--- config.mk ---
export PLATFORM = sky130hd
export DESIGN_NAME = rep2_arbiter_flat
export DESIGN_NICKNAME = d
export VERILOG_FILES = /design/src/rtl/rep2_pkg.sv /design/src/rtl/rep2_arbiter_if.sv /design/src/rtl/rep2_core.sv /design/src/rtl/rep2_arbiter.sv /design/src/flat_wrapper.sv
export SDC_FILE = /design/constraint.sdc
export NUM_CORES = 1
export LEC_CHECK = 0
export ABC_AREA = 1
export CAP_MARGIN = 20
export CORE_MARGIN = 2
export CORE_UTILIZATION = 45
export DETAILED_ROUTE_END_ITERATION = 16
export PLACE_DENSITY_LB_ADDON = 0.08
export SYNTH_ARGS = -nofsm -noshare
export SYNTH_HDL_FRONTEND = slang
export SYNTH_SLANG_ARGS = --single-unit
--- constraint.sdc ---
create_clock -name clk -period 1.8 [get_ports clk]
set_clock_uncertainty 0.05 [all_clocks]
set_input_delay 0.27 -clock clk [delete_from_list [all_inputs] [get_ports clk]]
set_output_delay 0.27 -clock clk [all_outputs]
set_load 0.05 [all_outputs]
--- src/rtl/rep2_pkg.sv ---
// rep2_pkg: shared types and helpers for the rep2_arbiter slice.
//   rep2_state_t : sequencer states (IDLE, LOAD, CALC, RESP)
//   REP2_W       : default vector width
//   REP2_NREQ    : default number of requesters
//   rep2_popcnt  : population count of a zero-extended result word
package rep2_pkg;

  localparam int REP2_W    = 5;
  localparam int REP2_NREQ = 4;

  // Widest result word rep2_popcnt accepts (covers W up to 8).
  localparam int REP2_POP_MAX = 64;

  typedef enum logic [1:0] {
    IDLE = 2'd0,
    LOAD = 2'd1,
    CALC = 2'd2,
    RESP = 2'd3
  } rep2_state_t;

  function automatic int unsigned rep2_popcnt(input logic [REP2_POP_MAX-1:0] v);
    int unsigned n;
    n = 0;
    for (int i = 0; i < REP2_POP_MAX; i++) begin
      if (v[i]) n++;
    end
    return n;
  endfunction

endpackage

--- src/rtl/rep2_arbiter_if.sv ---
// rep2_arbiter_if: request / grant / result bundle of rep2_arbiter.
//   req       : per-requester request level
//   vec       : flat requester vectors, requester i at vec[i*W +: W]
//   gnt       : one-hot grant pulse
//   busy      : sequencer not idle
//   res_valid : result held for the consumer
//   res_ready : consumer accepts the result
//   res_id    : index of the served requester
//   res_out   : W*W pairwise-equality word
//   res_cnt   : popcount of res_out (only with REP2_POPCNT_EN defined)
// modport master: requesters + consumer side; modport slave: the arbiter.
interface rep2_arbiter_if
  import rep2_pkg::*;
#(
  parameter int NREQ = REP2_NREQ,
  parameter int W    = REP2_W
);

  logic [NREQ-1:0]          req;
  logic [NREQ*W-1:0]        vec;
  logic [NREQ-1:0]          gnt;
  logic                     busy;
  logic                     res_valid;
  logic                     res_ready;
  logic [$clog2(NREQ)-1:0]  res_id;
  logic [W*W-1:0]           res_out;
`ifdef REP2_POPCNT_EN
  logic [$clog2(W*W+1)-1:0] res_cnt;

  modport master (output req, vec, res_ready,
                  input  gnt, busy, res_valid, res_id, res_out, res_cnt);
  modport slave  (input  req, vec, res_ready,
                  output gnt, busy, res_valid, res_id, res_out, res_cnt);
`else
  modport master (output req, vec, res_ready,
                  input  gnt, busy, res_valid, res_id, res_out);
  modport slave  (input  req, vec, res_ready,
                  output gnt, busy, res_valid, res_id, res_out);
`endif

endinterface

--- src/rtl/rep2_core.sv ---
// rep2_core: combinational pairwise-equality replication.
//   x : W-bit input vector
//   y : W*W-bit word, y[W*W-1-(i*W+j)] = ~(x[W-1-i] ^ x[W-1-j])
// Row i (MSB first) is x[W-1-i] compared against every bit of x.
module rep2_core
  import rep2_pkg::*;
#(
  parameter int W = REP2_W
) (
  input  logic [W-1:0]   x,
  output logic [W*W-1:0] y
);

  always_comb begin
    y = '0;
    for (int i = 0; i < W; i++) begin
      for (int j = 0; j < W; j++) begin
        y[W*W-1-(i*W+j)] = ~(x[W-1-i] ^ x[W-1-j]);
      end
    end
  end

endmodule

--- src/rtl/rep2_arbiter.sv ---
// rep2_arbiter: round-robin arbiter and sequencer sharing one rep2_core.
//   clk : rising-edge clock
//   rst : asynchronous active-high reset
//   bus : rep2_arbiter_if.slave (req/vec in, gnt/busy/result out)
// Sequence: IDLE (pick) -> LOAD (gnt pulse, capture vec) -> CALC (register
// result) -> RESP (hold until res_ready) -> IDLE.
// Optional macro REP2_POPCNT_EN adds the registered res_cnt output.
module rep2_arbiter
  import rep2_pkg::*;
#(
  parameter int NREQ = REP2_NREQ,
  parameter int W    = REP2_W
) (
  input  logic          clk,
  input  logic          rst,
  rep2_arbiter_if.slave bus
);

  localparam int IDW = $clog2(NREQ);

  rep2_state_t    state, next_state;
  logic [IDW-1:0] rr_ptr, cand, sel, sel_q, res_id;
  logic           any_req, accept;
  logic [NREQ-1:0] gnt, gnt_d;
  logic           busy, busy_d, res_valid, res_valid_d;
  logic [W-1:0]   vec_sel, vec_q;
  logic [W*W-1:0] core_out, res_out;

  rep2_core #(.W(W)) u_core (
    .x (vec_q),
    .y (core_out)
  );

  assign accept = (state == RESP) && bus.res_ready;

  // Cyclic search from rr_ptr upward; iterating downward lets the nearest
  // requester overwrite farther ones.
  // NOTE: every comb output gets a default first so no latch is inferred.
  always_comb begin
    sel     = rr_ptr;
    cand    = '0;
    any_req = 1'b0;
    for (int k = NREQ - 1; k >= 0; k--) begin
      cand = IDW'((int'(rr_ptr) + k) % NREQ);
      if (bus.req[cand]) begin
        sel     = cand;
        any_req = 1'b1;
      end
    end
  end

  always_comb begin
    vec_sel = '0;
    for (int i = 0; i < NREQ; i++) begin
      if (sel_q == IDW'(i)) vec_sel = bus.vec[i*W +: W];
    end
  end

  // NOTE: sequential state uses non-blocking assignments only.
  always_ff @(posedge clk or posedge rst) begin
    if (rst) state <= IDLE;
    else     state <= next_state;
  end

  always_comb begin
    next_state = state;
    unique case (state)
      IDLE: if (any_req) next_state = LOAD;
      LOAD: next_state = CALC;
      CALC: next_state = RESP;
      RESP: if (accept) next_state = IDLE;
      default: next_state = IDLE;
    endcase
  end

  // Outputs are decoded from next_state and registered, so they line up
  // with the state they describe without any comb path to the ports.
  always_comb begin
    gnt_d = '0;
    if (state == IDLE && any_req) gnt_d[sel] = 1'b1;
    busy_d      = (next_state != IDLE);
    res_valid_d = (next_state == RESP);
  end

  always_ff @(posedge clk or posedge rst) begin
    if (rst) begin
      gnt       <= '0;
      busy      <= 1'b0;
      res_valid <= 1'b0;
    end else begin
      gnt       <= gnt_d;
      busy      <= busy_d;
      res_valid <= res_valid_d;
    end
  end

  // NOTE: datapath registers are reset too, because res_id/res_out are
  // visible ports with defined reset values.
  always_ff @(posedge clk or posedge rst) begin
    if (rst) begin
      sel_q   <= '0;
      vec_q   <= '0;
      res_id  <= '0;
      res_out <= '0;
      rr_ptr  <= '0;
    end else begin
      if (state == IDLE && any_req) sel_q <= sel;
      if (state == LOAD) begin
        vec_q  <= vec_sel;
        res_id <= sel_q;
      end
      if (state == CALC) res_out <= core_out;
      if (accept) rr_ptr <= (int'(sel_q) == NREQ - 1) ? '0 : sel_q + 1'b1;
    end
  end

`ifdef REP2_POPCNT_EN
  localparam int CW = $clog2(W*W+1);
  logic [CW-1:0] res_cnt;

  always_ff @(posedge clk or posedge rst) begin
    if (rst)                 res_cnt <= '0;
    else if (state == CALC)  res_cnt <= CW'(rep2_popcnt(REP2_POP_MAX'(core_out)));
  end

  assign bus.res_cnt = res_cnt;
`endif

  assign bus.gnt       = gnt;
  assign bus.busy      = busy;
  assign bus.res_valid = res_valid;
  assign bus.res_id    = res_id;
  assign bus.res_out   = res_out;

endmodule

--- src/flat_wrapper.sv ---
// flat-port wrapper written by rule: the top's interface ports become plain ports
module rep2_arbiter_flat import rep2_pkg::*;
#(
  parameter int NREQ = REP2_NREQ,
  parameter int W    = REP2_W
)
  (clk, rst, bus_req, bus_vec, bus_res_ready, bus_gnt, bus_busy, bus_res_valid, bus_res_id, bus_res_out);
  rep2_arbiter_if #(.NREQ(NREQ), .W(W)) bus_i ();
  input  logic clk;
  input  logic rst;
  input wire logic [$bits(bus_i.req)-1:0] bus_req;
  input wire logic [$bits(bus_i.vec)-1:0] bus_vec;
  input wire logic [$bits(bus_i.res_ready)-1:0] bus_res_ready;
  output wire logic [$bits(bus_i.gnt)-1:0] bus_gnt;
  output wire logic [$bits(bus_i.busy)-1:0] bus_busy;
  output wire logic [$bits(bus_i.res_valid)-1:0] bus_res_valid;
  output wire logic [$bits(bus_i.res_id)-1:0] bus_res_id;
  output wire logic [$bits(bus_i.res_out)-1:0] bus_res_out;
  assign bus_i.req = bus_req;
  assign bus_i.vec = bus_vec;
  assign bus_i.res_ready = bus_res_ready;
  assign bus_gnt = bus_i.gnt;
  assign bus_busy = bus_i.busy;
  assign bus_res_valid = bus_i.res_valid;
  assign bus_res_id = bus_i.res_id;
  assign bus_res_out = bus_i.res_out;
  rep2_arbiter #(.NREQ(NREQ), .W(W)) u_core (.clk(clk), .rst(rst), .bus(bus_i));
endmodule
; Word level (Yosys, flattened, before mapping)
; Index checks and enable logic that the tools add are counted.
[classes]
reduce_logical = 6
muxes = 27
order_cmp = 6
bitwise_logic = 20
n_addsub = 4
eq_ne = 8
[ops]
columns = operator, count
row1 = $mux W5, 4
row2 = $lt A2 B3 Y1 const B, 5
row3 = $mux W2, 7
row4 = $eq A2 B2 Y1 const B, 5
row5 = $not A1 Y1, 10
row6 = $xor A1 B1 Y1, 10
row7 = $mux W1, 9
row8 = $bmux W1 S2, 4
row9 = $pmux W2 S4, 1
row10 = $eq A2 B1 Y1 const B, 3
row11 = $add A2 B1 Y2 const B, 2
row12 = $add A2 B2 Y2 const B, 2
row13 = $logic_not A2 Y1, 2
row14 = $mux W4, 1
row15 = $logic_and A1 B1 Y1, 3
row16 = $demux W1 S2, 1
row17 = $ge A2 B1 Y1 const B, 1
row18 = $reduce_bool A2 Y1, 1
[totals]
ff_bits = 44
inputBits = 27
elab_cells = 80

; Longest topological paths before layout
; Gate-level depths: netlist of the first run.
[depth]
ltp_word = 12
ltp_mapped = 13

; Hierarchy
; From an unflattened synthesis of the first run, not the netlist that was laid out.
[unflattened]
hier_cells = 257
area_unflattened_um2 = 2324.7
[modules_own_cells]
columns = mod, instances, area_each_um2, cells_each
row1 = rep2_arbiter, 1, 2077.0, 206
row2 = rep2_core, 1, 247.7, 51

; Worst setup path before layout of the first run
; OpenSTA, ideal clock, no wires.
[synth_timing]
path_kind = reg-to-reg
from = register u_core.sel_q[1]
to = register u_core.vec_q[0]
path_stages_with_launch = 8
path_slack_ps = 397
arrival_ps = 1276
t_required_ps = 1673
synth_period_minus_slack_ps = 1403
n_path_buf = 0
path_cell_list = dfrtp_1 > inv_1 > ha_1 > nor2_1 > a22oi_1 > o21ai_0 > nand2_1 > a21oi_1
[synth_between]
elab_chain_len = 5
word_cells_on_any_way = 8
cone_classes = eq/ne: 3 / mux: 4 / reduce/logical: 1
[synth_rtl]
columns = item, line_no
row1 = "start, declared", rep2_arbiter.sv:22  ; logic [IDW-1:0] rr_ptr, cand, sel, sel_q, res_id;
row2 = "start signal, assigned", rep2_arbiter.sv:107  ; if (state == IDLE && any_req) sel_q <= sel;
row3 = $logic_not A2 Y1, rep2_arbiter.sv:55  ; if (sel_q == IDW'(i)) vec_sel = bus.vec[i*W +: W];
row4 = $mux W5 (3 in series), rep2_arbiter.sv:55
row5 = $mux W5 *, rep2_arbiter.sv:55
row6 = "end signal, assigned", rep2_arbiter.sv:109  ; vec_q <= vec_sel;
row7 = "end, declared", rep2_arbiter.sv:26  ; logic [W-1:0] vec_sel, vec_q;
; Every way passes the cells marked *; elsewhere a longest branch is shown, timed or not.
; A chain may end at the register's enable or synchronous reset.

; Final worst setup path of the first run
[layout_timing]
from = register u_core.rr_ptr[0]
to = register u_core.sel_q[0]
[layout_between]
elab_chain_len = 8
word_cells_on_any_way = 20
cone_classes = add/sub: 3 / mux: 16 / reduce/logical: 1
[layout_rtl]
columns = item, line_no
row1 = "start, declared", rep2_arbiter.sv:22
row2 = "start signal, assigned", rep2_arbiter.sv:113  ; if (accept) rr_ptr <= (int'(sel_q) == NREQ - 1) ? '0 : sel_q + 1'b1;
row3 = $add A2 B2 Y2, rep2_arbiter.sv:44  ; cand = IDW'((int'(rr_ptr) + k) % NREQ);
row4 = $bmux W1 S2, rep2_arbiter.sv:45  ; if (bus.req[cand]) begin
row5 = $mux W1 (implied by the code), rep2_arbiter.sv:45
row6 = $mux W1 (4 in series), rep2_arbiter.sv:45
row7 = $logic_and A1 B1 Y1, rep2_arbiter.sv:107
; Parallel ways exist; a longest one is shown, timed or not. The select of a mux whose other input is x is not followed.

==> qor.csv, run 1 <==
stage,metric,value,unit
run_status,outcome,"complete, no violations",
cells_and_area,Layout area overhead,31.21,%
clock_tree,clk slew on worst S/H paths,0.06,ns
cells_and_area,antenna cell count,0,
yosys,Synth Area in XOR/XNOR,0.05011,
global_route,grt ovf,0,
clock_tree,H-tree levels,2,
route,drt total wl,3340,µm
yosys,top-count cell post-synth,nand2_1,
yosys,Synth cell types,22,
critical_path,CP Launch Type,flip-flop,
yosys,Synth Area in Compound Gates,0.1260,
power_and_ir_drop,Pwr per Cell Area,2169,nW/µm²
critical_path,CP max stage cell,dfrtp_1,
die,Initial Util,0.4739,
critical_path,"reg-to-reg slack, setup",0.22,ns
sta,Worst Tran Pin Value,0.5512,ns
global_route,Tot GR Track Use,0.1754,
die,Die X,66.33,µm
critical_path,CP arrival,1.71,ns
sta,f_max,631.1,MHz
run,max-cap violation count,0,
placement,GP Congestion,0.7872,
die,Die ar.,4399,µm²
min_path,worst hold path class,in -> async,
global_route,largest net degree at the start of global routing,31,
placement,pre-CTS WS,0.06973,ns
die,Rows,22,
yosys,Post-synth EDFFs,0,
route,Vias,1432,
cells_and_area,final core occ,0.6218,
route,Starting DRT DRC Count,80,
route,DR pass1 iterations,4,
die,core footprint,3689,µm²
yosys,adder-cell area share of the yosys netlist,0.02863,
yosys,register area share after synthesis,0.4295,
yosys,ranking of synthesized cells by area,"dfrtp_1 (43%), nand2_1 (10%), buf_4 (6.0%)",
critical_path,Setup CP Type,reg -> reg,
sta,Final Worst Setup Slack,0.2154,ns
critical_path,CP max stage delay,0.58,ns
cells_and_area,Final Net Count,293,
yosys,mux cell area share after synthesis,0,
yosys,commonest cells in the netlist,"nand2_1 (47), dfrtp_1 (30), o21ai_0 (19)",
yosys,Synth Cell Area,1748,µm²
die,IO Count,60,
placement,post-DP HPWL,2602,µm
route,Antenna Nets Post-Route,0,
global_route,first-pass GRT wire length,5885,µm
power_and_ir_drop,Worst VDD drop,0.0008331,V
yosys,Mapped Cells,216,
clock_tree,Inserted Clock Buffers,5,
die,die height,66.33,µm
sta,post-layout minimum cycle time,1.585,ns
yosys,Seq cells post-synth,30,
sta,final setup fails,0,
clock_tree,clk root buf,clkbuf_8,
sta,unrepaired setup endpoints after global routing,false,
yosys,"FFs w/ async S/R, synth",1.000,
clock_tree,clock latency on the worst-skew pair,0.28,ns
yosys,syn avg cell area,8.092,µm²
route,WL met1,1631,µm
yosys,largest family of logic cells by synthesized area,simple AND/OR/NAND/NOR gates,
sta,"Slew Viols, Final",0,
cells_and_area,share of cells above drive strength 1,0.2700,
power_and_ir_drop,leakage,1.159,nW
clock_tree,clk buf depth,2,
critical_path,CP Cell Sequence,nand2_1 -> nand2_2 -> nand2_2 -> nand2_2 -> inv_2 -> nand2_2 -> nand3_2 -> nand2_1 -> nand2_1 -> nand2_2 -> nand2_1,
critical_path,CP Capture Type,flip-flop,
route,highest metal used,met4,
global_route,vias in the first global route,1383,
yosys,Synth Warn #,0,
sta,Rel. slew slack,0.6316,
placement,Port Buf Inserts,59,
route,wire length per cell,10.74,µm
yosys,simple-gate share of the synthesized area,0.2262,
route,WL met2,1355,µm
yosys,Synth top area share,0.4295,
power_and_ir_drop,Overall Power,0.004976,W
sta,fin crit share,0.8803,
route,met3 WL,302,µm
critical_path,CP dominant cell by count,nand2_2,
clock_tree,post-CTS setup buffer count,0,
clock_tree,clock sinks,30,
yosys,most area-hungry cell type in the Yosys netlist,dfrtp_1,
critical_path,WP data required,1.92,ns
sta,post-route setup TNS,0,ns
yosys,top_reg_cell synth,dfrtp_1,
critical_path,Worst Path Max Fanout,8,
route,Vias/cell,4.605,
critical_path,WP buf/inv,1,
global_route,initial antenna violation count,0,
sta,final hold vios,0,
critical_path,crit-path leading delay family,simple AND/OR/NAND/NOR gates,
route,DR DRC count,0,
yosys,syn nets,247,
clock_tree,CTS tree,built,
[where the power goes]
| group | leakage, nW | switching (W) | internal, W |
|---|---|---|---|
| registers | 0.365 | 0.000315 | 0.000980 |
| logic | 0.746 | 0.00211 | 0.00102 |
| clock network | 0.0472 | 0.000248 | 0.000306 |
| total | 1.16 | 0.00267 | 0.00231 |
[worst register-to-register path: stages, from the launching register on]
cell     delay (ns)
dfrtp_1        0.58
nand2_1        0.12
nand2_2        0.12
nand2_2        0.07
nand2_2        0.09
inv_2          0.04
nand2_2        0.06
nand3_2        0.05
nand2_1        0.08
nand2_1        0.08
nand2_2        0.08
nand2_1        0.05
[worst paths after layout]
check	from	endpoint	depth (start not counted)
setup / recovery	u_core.rr_ptr[0]	u_core.sel_q[0]	11
hold / removal	rst	u_core.bus.gnt[2]	3
setup reg to reg	u_core.rr_ptr[0]	u_core.sel_q[0]	11
hold reg to reg	u_core.bus.res_id[0]	u_core.bus.res_id[0]	2
max in group asynchronous	rst	u_core.bus.res_id[0]	3
min in group clk	u_core.bus.res_id[0]	u_core.bus.res_id[0]	2
[sequential cells by signal, summed over array words and instances, names as in the netlist]
| register | count |
|---|---|
| u_core.bus.busy | 1 |
| u_core.bus.gnt | 4 |
| u_core.bus.res_id | 2 |
| u_core.bus.res_out | 11 |
| u_core.bus.res_valid | 1 |
| u_core.rr_ptr | 2 |
| u_core.sel_q | 2 |
| u_core.state | 2 |
| u_core.vec_q | 5 |
[kinds of logic (layout without fill, tap and decap cells)]
| kind of cell | count (synthesis) | count (layout) |
|---|---|---|
| AOI/OAI and AO/OA | 37 | 37 |
| xor gates and xnor gates | 10 | 10 |
| adders and majority gates | 4 | 4 |
| buffers and inverters | 47 | 94 |
| DFF | 30 | 30 |
| and+or+nand+nor | 88 | 88 |
[final cells by class]
cell class | count | area, µm²
clock inverter | 2 | 12.51
fill | 385 | 1395
tap | 48 | 60.06
clock buffer | 6 | 82.58
timing repair buffer | 63 | 538.0
inverter | 23 | 93.84
multi-input combinational | 139 | 755.7
sequential | 30 | 750.7
[cell usage in the layout (no fill, tap or decap)]
master / Yosys / layout
a21oi_1: 10 / 10
a21oi_4: 1 / 1
a22oi_1: 5 / 5
buf_4: 14 / 37
clkbuf_8: 0 / 6
clkdlybuf4s50_1: 0 / 26
clkinv_2: 0 / 1
clkinvlp_4: 0 / 1
dfrtp_1: 30 / 30
ha_1: 4 / 4
inv_1: 17 / 17
inv_2: 5 / 5
inv_8: 1 / 1
nand2_1: 47 / 47
nand2_2: 14 / 14
nand3_1: 10 / 10
nand3_2: 2 / 2
nand4_1: 1 / 1
nor2_1: 13 / 12
nor2_2: 1 / 2
o21ai_0: 19 / 19
o21ai_1: 1 / 1
o21ai_4: 1 / 1
xor2_1: 10 / 10
[through the flow]
step           cell area (µm²)  hold WS [ns]  cells
2_1_floorplan             1748        0.3108    216
3_3_place_gp              2196        0.4399    303
3_5_place_dp              2196        0.4337    303
4_1_cts                   2291        0.3302    311
5_1_grt                   2293        0.3741    311
6_report                  2293        0.3112    311
[layer usage]
layer / track usage / vias up
met5: 0 / -
met4: 0.06122 / 0
met3: 0.05963 / 5
met2: 0.2613 / 55
met1: 0.2368 / 613
li1: - / 759
[repair_timing]
action | in CTS | in global routing
hold buffers | 0 | 0
setup endpoints to repair | 0 | 2
resized for setup | 0 | 1
No activity file was read; power rests on OpenSTA's default activity.
==> run 2, diff against run 1 <==
--- a/config.mk
+++ b/config.mk
@@ -14,3 +14,4 @@
 export SYNTH_ARGS = -nofsm -noshare
 export SYNTH_HDL_FRONTEND = slang
 export SYNTH_SLANG_ARGS = --single-unit
+export TNS_END_PERCENT = 1
==> results of run 2 <==
Final layout, timing and power as in run 1 (identical DEF).
